==> config.mk <==
export PLATFORM = sky130hd
export DESIGN_NAME = instr_fetch_flat
export DESIGN_NICKNAME = d
export VERILOG_FILES = /design/src/rtl/instr_fetch_pkg.sv /design/src/rtl/instr_fetch_if.sv /design/src/rtl/instr_fetch_ifid_reg.sv /design/src/rtl/instr_fetch.sv /design/src/flat_wrapper.sv
export SDC_FILE = /design/constraint.sdc
export NUM_CORES = 1
export LEC_CHECK = 0
export ABC_CLOCK_PERIOD_IN_PS = 2300
export BUFFER_PORTS_ARGS = -buffer_cell sky130_fd_sc_hd__buf_2
export CORE_MARGIN = 2
export CORE_UTILIZATION = 35
export CTS_CLUSTER_DIAMETER = 60
export DETAILED_ROUTE_END_ITERATION = 8
export HOLD_SLACK_MARGIN = 0.1
export PLACE_DENSITY_LB_ADDON = 0.05
export SYNTH_ARGS = -nofsm -noshare
export SYNTH_HDL_FRONTEND = slang
export SYNTH_SLANG_ARGS = --single-unit
==> constraint.sdc <==
create_clock -name clk -period 2.3 [get_ports clk]
set_input_delay 0.345 -clock clk [delete_from_list [all_inputs] [get_ports clk]]
set_output_delay 0.345 -clock clk [all_outputs]
set_load 0.02 [all_outputs]
==> src/rtl/instr_fetch_pkg.sv <==
// Shared CPU constants and types for the fetch stage and the IF/ID register.
// Holds the NOP/HLT encodings, reset vector, IF/ID field widths and the
// fetch FSM state type, plus the modular PC increment helper.
package instr_fetch_pkg;

    localparam int INSTR_W = 16;
    localparam int PC_W    = 16;

    localparam logic [INSTR_W-1:0] DEF_NOP_INSTR = 16'hF000;
    localparam logic [PC_W-1:0]    DEF_RESET_VEC = 16'h0000;
    localparam logic [3:0]         HLT_OPCODE    = 4'hF;

    typedef enum logic {
        RUN    = 1'b0,
        HALTED = 1'b1
    } fetch_state_t;

    // 16-bit modular increment: 16'hFFFF wraps to 16'h0000.
    function automatic logic [PC_W-1:0] pc_inc(input logic [PC_W-1:0] pc);
        return pc + PC_W'(1);
    endfunction

endpackage

==> src/rtl/instr_fetch_if.sv <==
// Instruction-memory bus and IF/ID pipeline outputs of the fetch stage.
// master: fetch side (drives iaddr/im_rd_en and the IF/ID fields, reads instr).
// slave : memory/decode side (returns instr, observes everything else).
interface instr_fetch_if;
    import instr_fetch_pkg::*;

    logic [PC_W-1:0]    iaddr;
    logic               im_rd_en;
    logic [INSTR_W-1:0] instr;
    logic [INSTR_W-1:0] instr_ID;
    logic [PC_W-1:0]    pc_ID;
    logic               vld_ID;

    modport master (
        output iaddr, im_rd_en, instr_ID, pc_ID, vld_ID,
        input  instr
    );

    modport slave (
        input  iaddr, im_rd_en, instr_ID, pc_ID, vld_ID,
        output instr
    );

endinterface

==> src/rtl/instr_fetch_ifid_reg.sv <==
// Generic pipeline register carrying instruction, PC+1 and a valid bit.
// Ports: clk/rst, hold (keep contents), flush (inject NOP bubble),
// nxt_instr/nxt_pc (load data), instr/pc/vld (registered outputs).
// Priority: rst > flush > hold > load. Flush and reset clear pc to 0.
module instr_fetch_ifid_reg
    import instr_fetch_pkg::*;
#(
    parameter logic [INSTR_W-1:0] NOP_INSTR = DEF_NOP_INSTR
) (
    input  logic               clk,
    input  logic               rst,
    input  logic               hold,
    input  logic               flush,
    input  logic [INSTR_W-1:0] nxt_instr,
    input  logic [PC_W-1:0]    nxt_pc,
    output logic [INSTR_W-1:0] instr,
    output logic [PC_W-1:0]    pc,
    output logic               vld
);

    always_ff @(posedge clk) begin
        if (rst || flush) begin
            instr <= NOP_INSTR;
            pc    <= '0;
            vld   <= 1'b0;
        end else if (!hold) begin
            instr <= nxt_instr;
            pc    <= nxt_pc;
            vld   <= 1'b1;
        end
    end

endmodule

==> src/rtl/instr_fetch.sv <==
// Instruction-fetch stage: owns the PC, drives the negedge-flopped IM and
// loads the returned word into IF/ID with PC+1, one instruction per cycle.
// Ports: clk/rst; stall, br_tkn/br_tgt, hlt controls; bus (IM + IF/ID);
// halted status and a 32-bit count of valid instructions delivered to ID.
module instr_fetch
    import instr_fetch_pkg::*;
#(
    parameter logic [PC_W-1:0]    RESET_VEC = DEF_RESET_VEC,
    parameter logic [INSTR_W-1:0] NOP_INSTR = DEF_NOP_INSTR
) (
    input  logic            clk,
    input  logic            rst,
    input  logic            stall,
    input  logic            br_tkn,
    input  logic [PC_W-1:0] br_tgt,
    input  logic            hlt,
    instr_fetch_if.master   bus,
    output logic            halted,
    output logic [31:0]     fetch_cnt
);

    fetch_state_t    state_q, state_d;
    logic [PC_W-1:0] pc_q, pc_d;
    logic            ifid_load;
    logic            ifid_flush;
    logic            cnt_inc;

    // The IM samples iaddr at the negedge only when enabled, so gating the
    // enable during stall leaves the previous word in place and the held PC
    // is simply re-read once the stall drops.
    assign bus.iaddr    = pc_q;
    assign bus.im_rd_en = (state_q == RUN) && !stall && !rst;
    assign halted       = (state_q == HALTED);

    always_ff @(posedge clk) begin
        if (rst) begin
            state_q   <= RUN;
            pc_q      <= RESET_VEC;
            fetch_cnt <= '0;
        end else begin
            state_q   <= state_d;
            pc_q      <= pc_d;
            if (cnt_inc) begin
                fetch_cnt <= fetch_cnt + 32'd1;
            end
        end
    end

    // Priority below reset: redirect > stall > halt > normal fetch.
    always_comb begin
        state_d    = state_q;
        pc_d       = pc_q;
        ifid_load  = 1'b0;
        ifid_flush = 1'b0;
        cnt_inc    = 1'b0;

        if (br_tkn) begin
            pc_d       = br_tgt;
            ifid_flush = 1'b1;
            state_d    = RUN;
        end else if (stall) begin
            // hold everything
        end else begin
            case (state_q)
                RUN: begin
                    if (hlt) begin
                        state_d    = HALTED;
                        ifid_flush = 1'b1;
                    end else begin
                        pc_d      = pc_inc(pc_q);
                        ifid_load = 1'b1;
                        cnt_inc   = 1'b1;
                    end
                end
                HALTED: begin
                    // frozen until reset or redirect
                end
                default: begin
                    state_d = RUN;
                end
            endcase
        end
    end

    instr_fetch_ifid_reg #(
        .NOP_INSTR (NOP_INSTR)
    ) u_ifid (
        .clk       (clk),
        .rst       (rst),
        .hold      (!ifid_load),
        .flush     (ifid_flush),
        .nxt_instr (bus.instr),
        .nxt_pc    (pc_inc(pc_q)),
        .instr     (bus.instr_ID),
        .pc        (bus.pc_ID),
        .vld       (bus.vld_ID)
    );

endmodule

==> src/flat_wrapper.sv <==
// flat-port wrapper written by rule: the top's interface ports become plain ports
module instr_fetch_flat import instr_fetch_pkg::*;
#(
    parameter logic [PC_W-1:0]    RESET_VEC = DEF_RESET_VEC,
    parameter logic [INSTR_W-1:0] NOP_INSTR = DEF_NOP_INSTR
)
  (clk, rst, stall, br_tkn, br_tgt, hlt, halted, fetch_cnt, bus_iaddr, bus_im_rd_en, bus_instr_ID, bus_pc_ID, bus_vld_ID, bus_instr);
  instr_fetch_if bus_i ();
  input  logic clk;
  input  logic rst;
  input  logic stall;
  input  logic br_tkn;
  input  logic [PC_W-1:0] br_tgt;
  input  logic hlt;
  output logic halted;
  output logic [31:0] fetch_cnt;
  output wire logic [$bits(bus_i.iaddr)-1:0] bus_iaddr;
  output wire logic [$bits(bus_i.im_rd_en)-1:0] bus_im_rd_en;
  output wire logic [$bits(bus_i.instr_ID)-1:0] bus_instr_ID;
  output wire logic [$bits(bus_i.pc_ID)-1:0] bus_pc_ID;
  output wire logic [$bits(bus_i.vld_ID)-1:0] bus_vld_ID;
  input wire logic [$bits(bus_i.instr)-1:0] bus_instr;
  assign bus_iaddr = bus_i.iaddr;
  assign bus_im_rd_en = bus_i.im_rd_en;
  assign bus_instr_ID = bus_i.instr_ID;
  assign bus_pc_ID = bus_i.pc_ID;
  assign bus_vld_ID = bus_i.vld_ID;
  assign bus_i.instr = bus_instr;
  instr_fetch #(.RESET_VEC(RESET_VEC), .NOP_INSTR(NOP_INSTR)) u_core (.clk(clk), .rst(rst), .stall(stall), .br_tkn(br_tkn), .br_tgt(br_tgt), .hlt(hlt), .bus(bus_i), .halted(halted), .fetch_cnt(fetch_cnt));
endmodule
==> out/summary.txt, run 1 <==
clk sinks -> 82
largest cells by area after synthesis -> dfxtp_1, xor2_1, nand2_1
Pwr Density -> 586 nW/um2
Routed Antenna Nets -> 0
CP Cell Sequence -> buf_4, or3_1, nor4_1, nand2_1, xnor2_1, o21a_1
Worst-path clk slew -> 90 ps
Vias/cell -> 4.78
relative slew slack -> 0.573
Slew Limit Fails -> 0
mux contribution to synthesized area -> 0.0192
Avg Inst Size Synth -> 8.25 um2
pin count of the biggest net entering global routing -> 52
Tcrit/Tclk final -> 0.858
CTS tree -> yes
internal power -> 0.00196 W
Synth async-reset ratio -> 0
vias after detailed routing -> 3380
Post-synth top cells -> dfxtp_1, nand2_1, nor2_1, a21oi_1, xor2_1
Final nets -> 605
combinational share of power -> 0.094
number of synthesized flops with an enable pin -> 0
Routed wire per std cell -> 13.3 um
filler cell count in the final layout -> 1104
WP depth -> 6
Tot GR Track Use -> 0.172
Tmin final -> 1970 ps
type of destination of the critical path -> flop
CTS hold repair buffers -> 0
clock buffer depth -> 2
Post-Synth XOR/XNOR Area -> 0.132
critical path arrival -> 2210 ps
RePlAce Congestion -> 0.777
Critical Path Start -> u_core.halted$_SDFFE_PP0N_
Syn Inst Count -> 442
Setup violations, final -> 0
Die ar. -> 11300 um2
CP Data Required Time -> 2540 ps
RR Endpoint -> u_core.bus.iaddr[14]$_SDFFE_PP0P_
root buf cell -> clkbuf_8
gr ovfl total -> 0
Tightest Pin Transition -> 641 ps
initial antenna violation count -> 0
max_cap viols -> 0
input/output buffers -> 119
dominant synthesized flop cell -> dfxtp_1
P_leak -> 2.01 nW
clk_lat worst skew -> 350 ps
DRC Markers -> 0
FF+latch area -> 1640 um2
global-route track usage on met3 -> 0.0429
Cell Rows -> 37
initial drt markers -> 107
Synth Area in Adders -> 0.00686
GR Layer Usage met2 -> 0.262
Multi-input gate area -> 1880 um2
net load switching power -> 0.000769 W
Pwr Total -> 0.00273 W
Clk pwr share -> 0.363
CTS Buf Count -> 9
FF+latch count, synth -> 82
final setup TNS -> 0 ps
top-area cell type share of the netlist area -> 0.450
Synth Area in Simple Gates -> 0.253
Worst VDD drop -> 0.312 mV
worst setup path endpoint -> u_core.bus.iaddr[14]$_SDFFE_PP0P_
Seq/Total Area, Yosys -> 0.450
first-pass GRT wire length -> 15600 um
Compound-Gate Fraction of Synth Area -> 0.101
Layout area overhead -> 27.7%
top-count cell post-synth -> dfxtp_1
grt peak-use layer -> met2
outcome -> complete, no violations
Die Ht -> 106 um
nature of the critical path startpoint -> flop
grt met1 use -> 0.243
post-synth cell types -> 33
Crit Path Max Fanout -> 7
number of global-route vias before repair -> 3163
crit-path max cell delay -> 500 ps
DP HPWL -> 6850 um
largest family of logic cells by synthesized area -> simple AND/OR/NAND/NOR gates
path depth of the worst reg2reg path -> 6
Ys Warns -> 0
Initial Util -> 0.357
Die Span X -> 106 um
Yosys top cell by area -> dfxtp_1
total wire length -> 9370 um
critical path class -> flop to flop
mapped cell area -> 3650 um2
Hold/Removal Path Class -> input port to flop
Buf/Inv on CP -> 1
Post-CTS Setup Repair Bufs -> 0
layout cells sized above 1 -> 0.280
antenna fix cells -> 0
R2R setup slack -> 330 ps
Slowest-stage cell, CP -> or3_1
Net Sw Frac -> 0.282
Reg power frac -> 0.542
H-tree levels -> 3
unrepaired setup endpoints after global routing -> no
Crit path max-delay family -> simple AND/OR/NAND/NOR gates
Synthesized Nets -> 481
Max Clock Skew -> 13.0 ps
post-CTS resize count -> 0
IO Pins -> 120
area of the core -> 10200 um2
Pre-Repair DR Iteration Count -> 4
Reg2Reg Launch Point -> u_core.halted$_SDFFE_PP0N_
Max Freq -> 0.507 GHz
Final Hold Fails -> 0
-- metal layers --
layer  part of all wire  vias to the layer above
met1               0.51                     1533
met4             0.0061                        0
met5                  0                        -
li1                   -                     1760
met3              0.054                        4
met2               0.43                       83
-- worst min-delay path by stage --
stage	depth (start not counted)	from	to	slack, ps
4_1_cts	3	bus_instr[15]	u_core.u_ifid.instr[15]$_SDFFE_PP1P_	170
6_report	3	bus_instr[14]	u_core.u_ifid.instr[14]$_SDFFE_PP1P_	200
3_5_place_dp	2	u_core.u_ifid.instr[8]$_SDFFE_PP0P_	u_core.u_ifid.instr[8]$_SDFFE_PP0P_	450
5_1_grt	3	bus_instr[12]	u_core.u_ifid.instr[12]$_SDFFE_PP1P_	180
2_1_floorplan	2	bus_instr[12]	u_core.u_ifid.instr[12]$_SDFFE_PP1P_	470
3_3_place_gp	2	u_core.u_ifid.instr[6]$_SDFFE_PP0P_	u_core.u_ifid.instr[6]$_SDFFE_PP0P_	440
-- worst min-delay path, delay by kind of cell --
family / cells / cell delay (ps)
buffers and inverters: 1 / 70
AND/OR/NAND/NOR: 2 / 100
-- cell type report --
class,count,area share
clock inverters,7,0.0124
clock buffers,9,0.0266
well taps,136,0.0365
flip-flops and latches,82,0.352
multi-input cells,324,0.403
repair buffers,137,0.160
inverters,12,0.00967
-- registers in the layout, summed over array words and instances (netlist names) --
signal               flops
u_core.fetch_cnt        32
u_core.bus.iaddr        16
u_core.u_ifid.instr     16
u_core.u_ifid.pc        16
u_core.halted            1
u_core.u_ifid.vld        1
-- placed cells by master (no fill, tap or decap) --
master	Yosys	final
nor4_2	1	2
and4_1	2	2
or4_1	1	1
buf_2	1	119
or3_1	6	6
a21oi_1	37	37
mux2i_1	7	7
inv_6	0	3
clkinv_2	0	1
nor2_1	54	54
xor2_1	31	31
o21ai_0	14	14
nor3_1	12	12
or2_2	1	1
or4_4	2	2
nand4b_1	1	1
inv_8	0	1
o21a_1	6	6
o31ai_1	1	1
clkbuf_8	0	9
nand2_1	58	58
buf_4	0	17
nand3_1	20	20
clkinvlp_4	0	2
buf_12	0	1
inv_1	12	12
nor2_2	1	1
ha_1	2	2
a211o_1	1	1
and3_1	4	4
nor4_1	9	8
and2_1	1	1
a211oi_1	7	7
xnor2_1	24	24
nor2b_1	2	2
nand4_1	18	18
nand4_2	1	1
dfxtp_1	82	82
-- power groups by stage --
stage / Combinational [W] / Sequential (W) / Clock [W]
detailed placement: 0.000261 / 0.00151 / 0
floorplan: 0.000122 / 0.00154 / 0
global placement: 0.000260 / 0.00151 / 0
global route: 0.000287 / 0.00149 / 0.00110
finish: 0.000258 / 0.00148 / 0.000992
CTS: 0.000262 / 0.00148 / 0.00105
-- per-stage QoR --
stage / hold WS (ps) / worst slack [ps] / cells / utilization / area [um2]
2_1_floorplan: 469 / 247 / 442 / - / 3650
3_3_place_gp: 439 / 219 / 691 / 0.438 / 4480
3_5_place_dp: 446 / 198 / 691 / 0.438 / 4480
4_1_cts: 171 / 319 / 707 / 0.455 / 4660
5_1_grt: 184 / 218 / 707 / 0.455 / 4660
6_report: 200 / 328 / 707 / 0.455 / 4660
-- logic make-up (layout without fill, tap and decap cells) --
logic type	Yosys count	count (layout)
xor gates and xnor gates	55	55
and+or+nand+nor	194	194
adders and majority gates	2	2
muxes	7	7
buffers and inverters	36	165
AOI/OAI and AO/OA	66	66
DFF	82	82
(Power assumes the default switching activity.)
==> run 2: changes to the inputs <==
--- a/config.mk
+++ b/config.mk
@@ -8,11 +8,13 @@
 export ABC_CLOCK_PERIOD_IN_PS = 2300
 export BUFFER_PORTS_ARGS = -buffer_cell sky130_fd_sc_hd__buf_2
 export CORE_MARGIN = 2
-export CORE_UTILIZATION = 35
+export CORE_UTILIZATION = 50
 export CTS_CLUSTER_DIAMETER = 60
 export DETAILED_ROUTE_END_ITERATION = 8
 export HOLD_SLACK_MARGIN = 0.1
 export PLACE_DENSITY_LB_ADDON = 0.05
+export REMOVE_ABC_BUFFERS = 1
 export SYNTH_ARGS = -nofsm -noshare
 export SYNTH_HDL_FRONTEND = slang
+export SYNTH_HIERARCHICAL = 1
 export SYNTH_SLANG_ARGS = --single-unit
==> out/summary.txt, run 2 <==
Routed wire per std cell -> 14.3 um (was 13.3 um)
critical path class -> flop to flop (unchanged)
Biggest register -> u_core/fetch_cnt (was u_core.fetch_cnt)
Post-CTS Setup Repair Bufs -> 0 (unchanged)
Tcrit/Tclk final -> 0.906 (was 0.858)
critical path arrival -> 2360 ps (was 2210 ps)
Slew Limit Fails -> 0 (unchanged)
Hold/Removal Path Class -> input port to flop (unchanged)
Worst VDD drop -> 0.308 mV (was 0.312 mV)
Vias/cell -> 5.47 (was 4.78)
Ys Warns -> 6 (was 0)
Post-synth top cells -> dfxtp_1, nor2_1, mux2i_1, nand2_1, a21oi_1 (was dfxtp_1, nand2_1, nor2_1, a21oi_1, xor2_1)
Tightest Pin Transition -> 905 ps (was 641 ps)
non-filler cells, final -> 668 (was 707)
Final nets -> 600 (was 605)
RePlAce Congestion -> 0.800 (was 0.777)
Cell Rows -> 32 (was 37)
Layout area overhead -> 21.9% (was 27.7%)
PnR worst setup slack -> 216 ps (was 328 ps)
Die ar. -> 8520 um2 (was 11300 um2)
relative slew slack -> 0.397 (was 0.573)
clock buffer depth -> 2 (unchanged)
nature of the critical path startpoint -> flop (unchanged)
Worst-path clk slew -> 100 ps (was 90 ps)
area of the core -> 7650 um2 (was 10200 um2)
pin count of the biggest net entering global routing -> 34 (was 52)
Pre-Repair DR Iteration Count -> 5 (was 4)
mapped cell area -> 3900 um2 (was 3650 um2)
number of synthesized flops with an enable pin -> 0 (unchanged)
Max Freq -> 0.480 GHz (was 0.507 GHz)
Crit Path Max Fanout -> 18 (was 7)
unrepaired setup endpoints after global routing -> no (unchanged)
final setup TNS -> 0 ps (unchanged)
antenna fix cells -> 0 (unchanged)
H-tree levels -> 3 (unchanged)
initial drt markers -> 141 (was 107)
clk_lat worst skew -> 360 ps (was 350 ps)
vias after detailed routing -> 3651 (was 3380)
number of flip-flops in the largest register -> 32 (unchanged)
filler cell count in the final layout -> 709 (was 1104)
dominant synthesized flop cell -> dfxtp_1 (unchanged)
commonest non-fill, non-tap cell in the layout -> buf_2 (unchanged)
Syn Inst Count -> 445 (was 442)
Tmin final -> 2080 ps (was 1970 ps)
Pwr Density -> 571 nW/um2 (was 586 nW/um2)
CTS Buf Count -> 9 (unchanged)
Synth async-reset ratio -> 0 (unchanged)
gr ovfl total -> 0 (unchanged)
CTS tree -> yes (unchanged)
top-area cell type share of the netlist area -> 0.421 (was 0.450)
clk sinks -> 82 (unchanged)
largest cells by area after synthesis -> dfxtp_1, mux2i_1, nor2_1 (was dfxtp_1, xor2_1, nand2_1)
top-count cell post-synth -> dfxtp_1 (unchanged)
Max Clock Skew -> 10.2 ps (was 13.0 ps)
Yosys top cell by area -> dfxtp_1 (unchanged)
Hold Path Depth -> 3 (unchanged)
post-CTS resize count -> 0 (unchanged)
total wire length -> 9530 um (was 9370 um)
root buf cell -> clkbuf_8 (unchanged)
dpl ws -> 154 ps (was 198 ps)
CTS hold repair buffers -> 0 (unchanged)
input/output buffers -> 119 (unchanged)
Multi-input gate area -> 2050 um2 (was 1880 um2)
Placed Cells -> 652 (was 691)
CP Data Required Time -> 2570 ps (was 2540 ps)
Die Ht -> 92.3 um (was 106 um)
first-pass GRT wire length -> 15800 um (was 15600 um)
DP HPWL -> 6700 um (was 6850 um)
IO Pins -> 120 (unchanged)
P_leak -> 2.13 nW (was 2.01 nW)
type of destination of the critical path -> flop (unchanged)
max_cap viols -> 0 (unchanged)
FF+latch area -> 1640 um2 (unchanged)
Initial Util -> 0.510 (was 0.357)
post-synth cell types -> 48 (was 33)
DRC Markers -> 0 (unchanged)
path depth of the worst reg2reg path -> 6 (unchanged)
outcome -> complete, no violations (unchanged)
Tot GR Track Use -> 0.230 (was 0.172)
Die Span X -> 92.3 um (was 106 um)
Seq/Total Area, Yosys -> 0.421 (was 0.450)
most frequent cells in the layout -> buf_2, dfxtp_1, nor2_1 (was buf_2, dfxtp_1, nand2_1)
Setup violations, final -> 0 (unchanged)
number of global-route vias before repair -> 3411 (was 3163)
Routed Antenna Nets -> 0 (unchanged)
Avg Inst Size Synth -> 8.76 um2 (was 8.25 um2)
initial antenna violation count -> 0 (unchanged)
FF+latch count, synth -> 82 (unchanged)
layout cells sized above 1 -> 0.283 (was 0.280)
Final Hold Fails -> 0 (unchanged)
-- run 2: power by group --
group / switching, W / internal, W
Sequential: 0.0000370 / 0.00144
Clock: 0.000567 / 0.000408
Combinational: 0.000150 / 0.000107
-- run 2: final timing paths --
path                                                       start                                    to  slack [ps]
worst max register to register  u_core/fetch_cnt[0]$_SDFFE_PP0P_     u_core/fetch_cnt[22]$_SDFFE_PP0P_         220
worst min register to register    u_core/u_ifid/vld$_SDFFE_PP0N_        u_core/u_ifid/vld$_SDFFE_PP0N_         450
worst min-delay path                               bus_instr[12]  u_core/u_ifid/instr[12]$_SDFFE_PP1N_         200
worst max-delay path            u_core/fetch_cnt[0]$_SDFFE_PP0P_     u_core/fetch_cnt[22]$_SDFFE_PP0P_         220
-- run 2: area by class of cell --
type                       instances  share of cell area
clock buffer                       9              0.0261
clock inverter                     7              0.0126
inverter                          12             0.00948
sequential                        82               0.345
timing repair buffer             133               0.147
tap                              102              0.0268
multi-input combinational        323               0.432
-- run 2: kinds of logic (layout without fill, tap and decap cells) --
logic type,after synthesis,count (layout),share of synthesized area
AOI/OAI and AO/OA,69,69,0.114
DFF,82,82,0.421
buffers and inverters,40,161,0.0520
adders and majority gates,2,2,0.00642
muxes,36,36,0.0934
and+or+nand+nor,188,188,0.250
xor gates and xnor gates,28,28,0.0629
-- run 2: routing by layer --
metal	track usage	wire, um	up-vias
li1	-	-	1830
met1	0.280	4160	1722
met2	0.398	4710	91
met3	0.0521	552	8
met4	0.0796	110	0
met5	0	0	-
-- run 2: stage by stage --
step	hold slack, ps	power [W]	utilization	cell area [um2]
floorplan	414	0.00165	-	3740
global placement	435	0.00177	0.598	4570
detailed placement	441	0.00177	0.598	4570
CTS	178	0.00275	0.622	4750
global route	196	0.00284	0.622	4750
finish	197	0.00271	0.622	4750
-- run 2: critical path, stage by stage (launching register included) --
cell and delay (ps):
dfxtp_1 400, ha_1 240, nand3_1 100, or4_1 400, buf_4 200, or4_1 500
a21oi_1 160
==> run 3: changes to the inputs <==
--- a/config.mk
+++ b/config.mk
@@ -7,10 +7,10 @@
 export LEC_CHECK = 0
 export ABC_CLOCK_PERIOD_IN_PS = 2300
 export BUFFER_PORTS_ARGS = -buffer_cell sky130_fd_sc_hd__buf_2
-export CORE_MARGIN = 2
 export CORE_UTILIZATION = 50
 export CTS_CLUSTER_DIAMETER = 60
 export DETAILED_ROUTE_END_ITERATION = 8
+export GPL_TIMING_DRIVEN = 0
 export HOLD_SLACK_MARGIN = 0.1
 export PLACE_DENSITY_LB_ADDON = 0.05
 export REMOVE_ABC_BUFFERS = 1
==> out/summary.txt, run 3 (synthesis gave the netlist of run 2 again) <==
outcome -> complete, no violations (unchanged)
Initial Util -> 0.526 (was 0.510)
layout cells sized above 1 -> 0.277 (was 0.283)
Worst VDD drop -> 0.323 mV (was 0.308 mV)
Layout area overhead -> 21.8% (was 21.9%)
Pwr Density -> 618 nW/um2 (was 571 nW/um2)
Max Freq -> 0.464 GHz (was 0.480 GHz)
root buf cell -> clkbuf_8 (unchanged)
Pre-Repair DR Iteration Count -> 4 (was 5)
DRC Markers -> 0 (unchanged)
Clk pwr share -> 0.410 (was 0.359)
most frequent cells in the layout -> buf_2, dfxtp_1, nor2_1 (unchanged)
filler cell count in the final layout -> 680 (was 709)
clock buffer depth -> 2 (unchanged)
combinational share of power -> 0.085 (was 0.094)
initial antenna violation count -> 0 (unchanged)
Hold/Removal Path Class -> input port to flop (unchanged)
H-tree levels -> 3 (unchanged)
Final nets -> 587 (was 600)
type of destination of the critical path -> flop (unchanged)
gr ovfl total -> 0 (unchanged)
Pwr Total -> 0.00293 W (was 0.00271 W)
Max Clock Skew -> 8.50 ps (was 10.2 ps)
path depth of the worst reg2reg path -> 4 (was 6)
WHS Endpoint -> u_core/u_ifid/instr[15]$_SDFFE_PP1N_ (was u_core/u_ifid/instr[12]$_SDFFE_PP1N_)
Routed Antenna Nets -> 0 (unchanged)
Routed wire per std cell -> 14.2 um (was 14.3 um)
relative slew slack -> 0.329 (was 0.397)
Vias/cell -> 5.53 (was 5.47)
Tightest Pin Transition -> 1010 ps (was 905 ps)
Slew Limit Fails -> 0 (unchanged)
hold slack -> 196 ps (was 197 ps)
antenna fix cells -> 0 (unchanged)
input/output buffers -> 119 (unchanged)
Hold Startpoint -> bus_instr[15] (was bus_instr[12])
FF+latch area -> 1640 um2 (unchanged)
clk_lat worst skew -> 360 ps (about the same)
IO Pins -> 120 (unchanged)
commonest non-fill, non-tap cell in the layout -> buf_2 (unchanged)
Crit Path Max Fanout -> 15 (was 18)
Reg power frac -> 0.505 (was 0.546)
Final Hold Fails -> 0 (unchanged)
Tmin final -> 2160 ps (was 2080 ps)
total wire length -> 9280 um (was 9530 um)
DP HPWL -> 6320 um (was 6700 um)
Die Span X -> 90.3 um (was 92.3 um)
Reg2Reg Launch Point -> u_core/halted$_SDFFE_PP0N_ (was u_core/fetch_cnt[0]$_SDFFE_PP0P_)
Biggest register -> u_core/fetch_cnt (unchanged)
CTS hold repair buffers -> 0 (unchanged)
Cell Rows -> 31 (was 32)
net load switching power -> 0.000713 W (was 0.000753 W)
CTS Buf Count -> 9 (unchanged)
area of the core -> 7410 um2 (was 7650 um2)
Die Ht -> 90.3 um (was 92.3 um)
unrepaired setup endpoints after global routing -> no (unchanged)
Hold Path Depth -> 3 (unchanged)
Net Sw Frac -> 0.243 (was 0.278)
first-pass GRT wire length -> 15200 um (was 15800 um)
critical path arrival -> 2430 ps (was 2360 ps)
RR Endpoint -> u_core/fetch_cnt[19]$_SDFFE_PP0P_ (was u_core/fetch_cnt[22]$_SDFFE_PP0P_)
CP Data Required Time -> 2570 ps (about the same)
internal power -> 0.00222 W (was 0.00196 W)
Setup violations, final -> 0 (unchanged)
P_leak -> 2.12 nW (was 2.13 nW)
number of global-route vias before repair -> 3337 (was 3411)
nature of the critical path startpoint -> flop (unchanged)
Die ar. -> 8150 um2 (was 8520 um2)
vias after detailed routing -> 3606 (was 3651)
clk sinks -> 82 (unchanged)
R2R setup slack -> 140 ps (was 220 ps)
critical path class -> flop to flop (unchanged)
Worst-path clk slew -> 80 ps (was 100 ps)
Post-CTS Setup Repair Bufs -> 0 (unchanged)
Multi-input gate area -> 2100 um2 (was 2050 um2)
pin count of the biggest net entering global routing -> 56 (was 34)
CTS tree -> yes (unchanged)
Tcrit/Tclk final -> 0.938 (was 0.906)
Tot GR Track Use -> 0.229 (was 0.230)
RePlAce Congestion -> 0.768 (was 0.800)
number of flip-flops in the largest register -> 32 (unchanged)
initial drt markers -> 154 (was 141)
max_cap viols -> 0 (unchanged)
## run 3: changes by cell type in the layout (fill, tap and decap cells not counted), sizes merged
cell and delta:
or3 +1, clkinvlp -3, clkbuf +2, clkinv +2, bufinv +2, inv -3, buf -14
## run 3: worst max path at each step
stage | cells after the start | end | start | slack, ps
5_1_grt | 4 | u_core/fetch_cnt[15]$_SDFFE_PP0P_ | u_core/halted$_SDFFE_PP0N_ | 30
4_1_cts | 4 | u_core/fetch_cnt[24]$_SDFFE_PP0P_ | u_core/halted$_SDFFE_PP0N_ | 30
6_report | 4 | u_core/fetch_cnt[19]$_SDFFE_PP0P_ | u_core/halted$_SDFFE_PP0N_ | 140
3_5_place_dp | 5 | u_core/fetch_cnt[24]$_SDFFE_PP0P_ | stall | -620
2_1_floorplan | 4 | u_core/u_ifid/instr[0]$_SDFFE_PP0N_ | u_core/halted$_SDFFE_PP0N_ | 40
3_3_place_gp | 5 | u_core/fetch_cnt[26]$_SDFFE_PP0P_ | stall | -550
## run 3: metal layers
metal  vias up  global-route usage  wire (um)
met1      1694               0.272       4090
met4         0               0.114        210
li1       1803                   -          -
met2        92               0.396       4560
met3        17              0.0396        424
met5         -                   0          0
## run 3: through the flow
stage / utilization / TNS [ps] / worst slack (ps) / instances / area [um2]
after floorplan: - / 0 / 38.7 / 417 / 3740
after global placement: 0.602 / -20870 / -546 / 635 / 4460
after detailed placement: 0.602 / -19310 / -617 / 635 / 4460
after CTS: 0.636 / 0 / 27.1 / 651 / 4710
after global routing: 0.641 / 0 / 31.4 / 652 / 4750
final: 0.641 / 0 / 143 / 652 / 4750
## run 3: area by class of cell
class,instances,area share
clock buffer,11,0.0319
inverter,12,0.0100
sequential,82,0.346
timing repair buffer,119,0.125
multi-input combinational,324,0.443
clock inverter,5,0.0182
tap,99,0.0261
## run 3: timing repair
item | CTS | global route
setup endpoints to repair | 44 | 48
pin swaps | 0 | 2
resized for setup | 4 | 5
endpoints found under the hold margin | 0 | 0
gates cloned | 0 | 1
## run 3: critical path, cell delays in order (launching register included)
cell and delay [ps]:
dfxtp_1 410, or3_4 450, or4_4 640, or4_1 430, a21oi_1 150
## run 3: power groups by stage
stage / Combinational (W) / Clock (W) / Sequential, W
after floorplan: 0.000111 / 0 / 0.00154
after global placement: 0.000244 / 0 / 0.00151
after detailed placement: 0.000245 / 0 / 0.00152
after CTS: 0.000247 / 0.00123 / 0.00148
after global routing: 0.000272 / 0.00129 / 0.00149
final: 0.000249 / 0.00120 / 0.00148
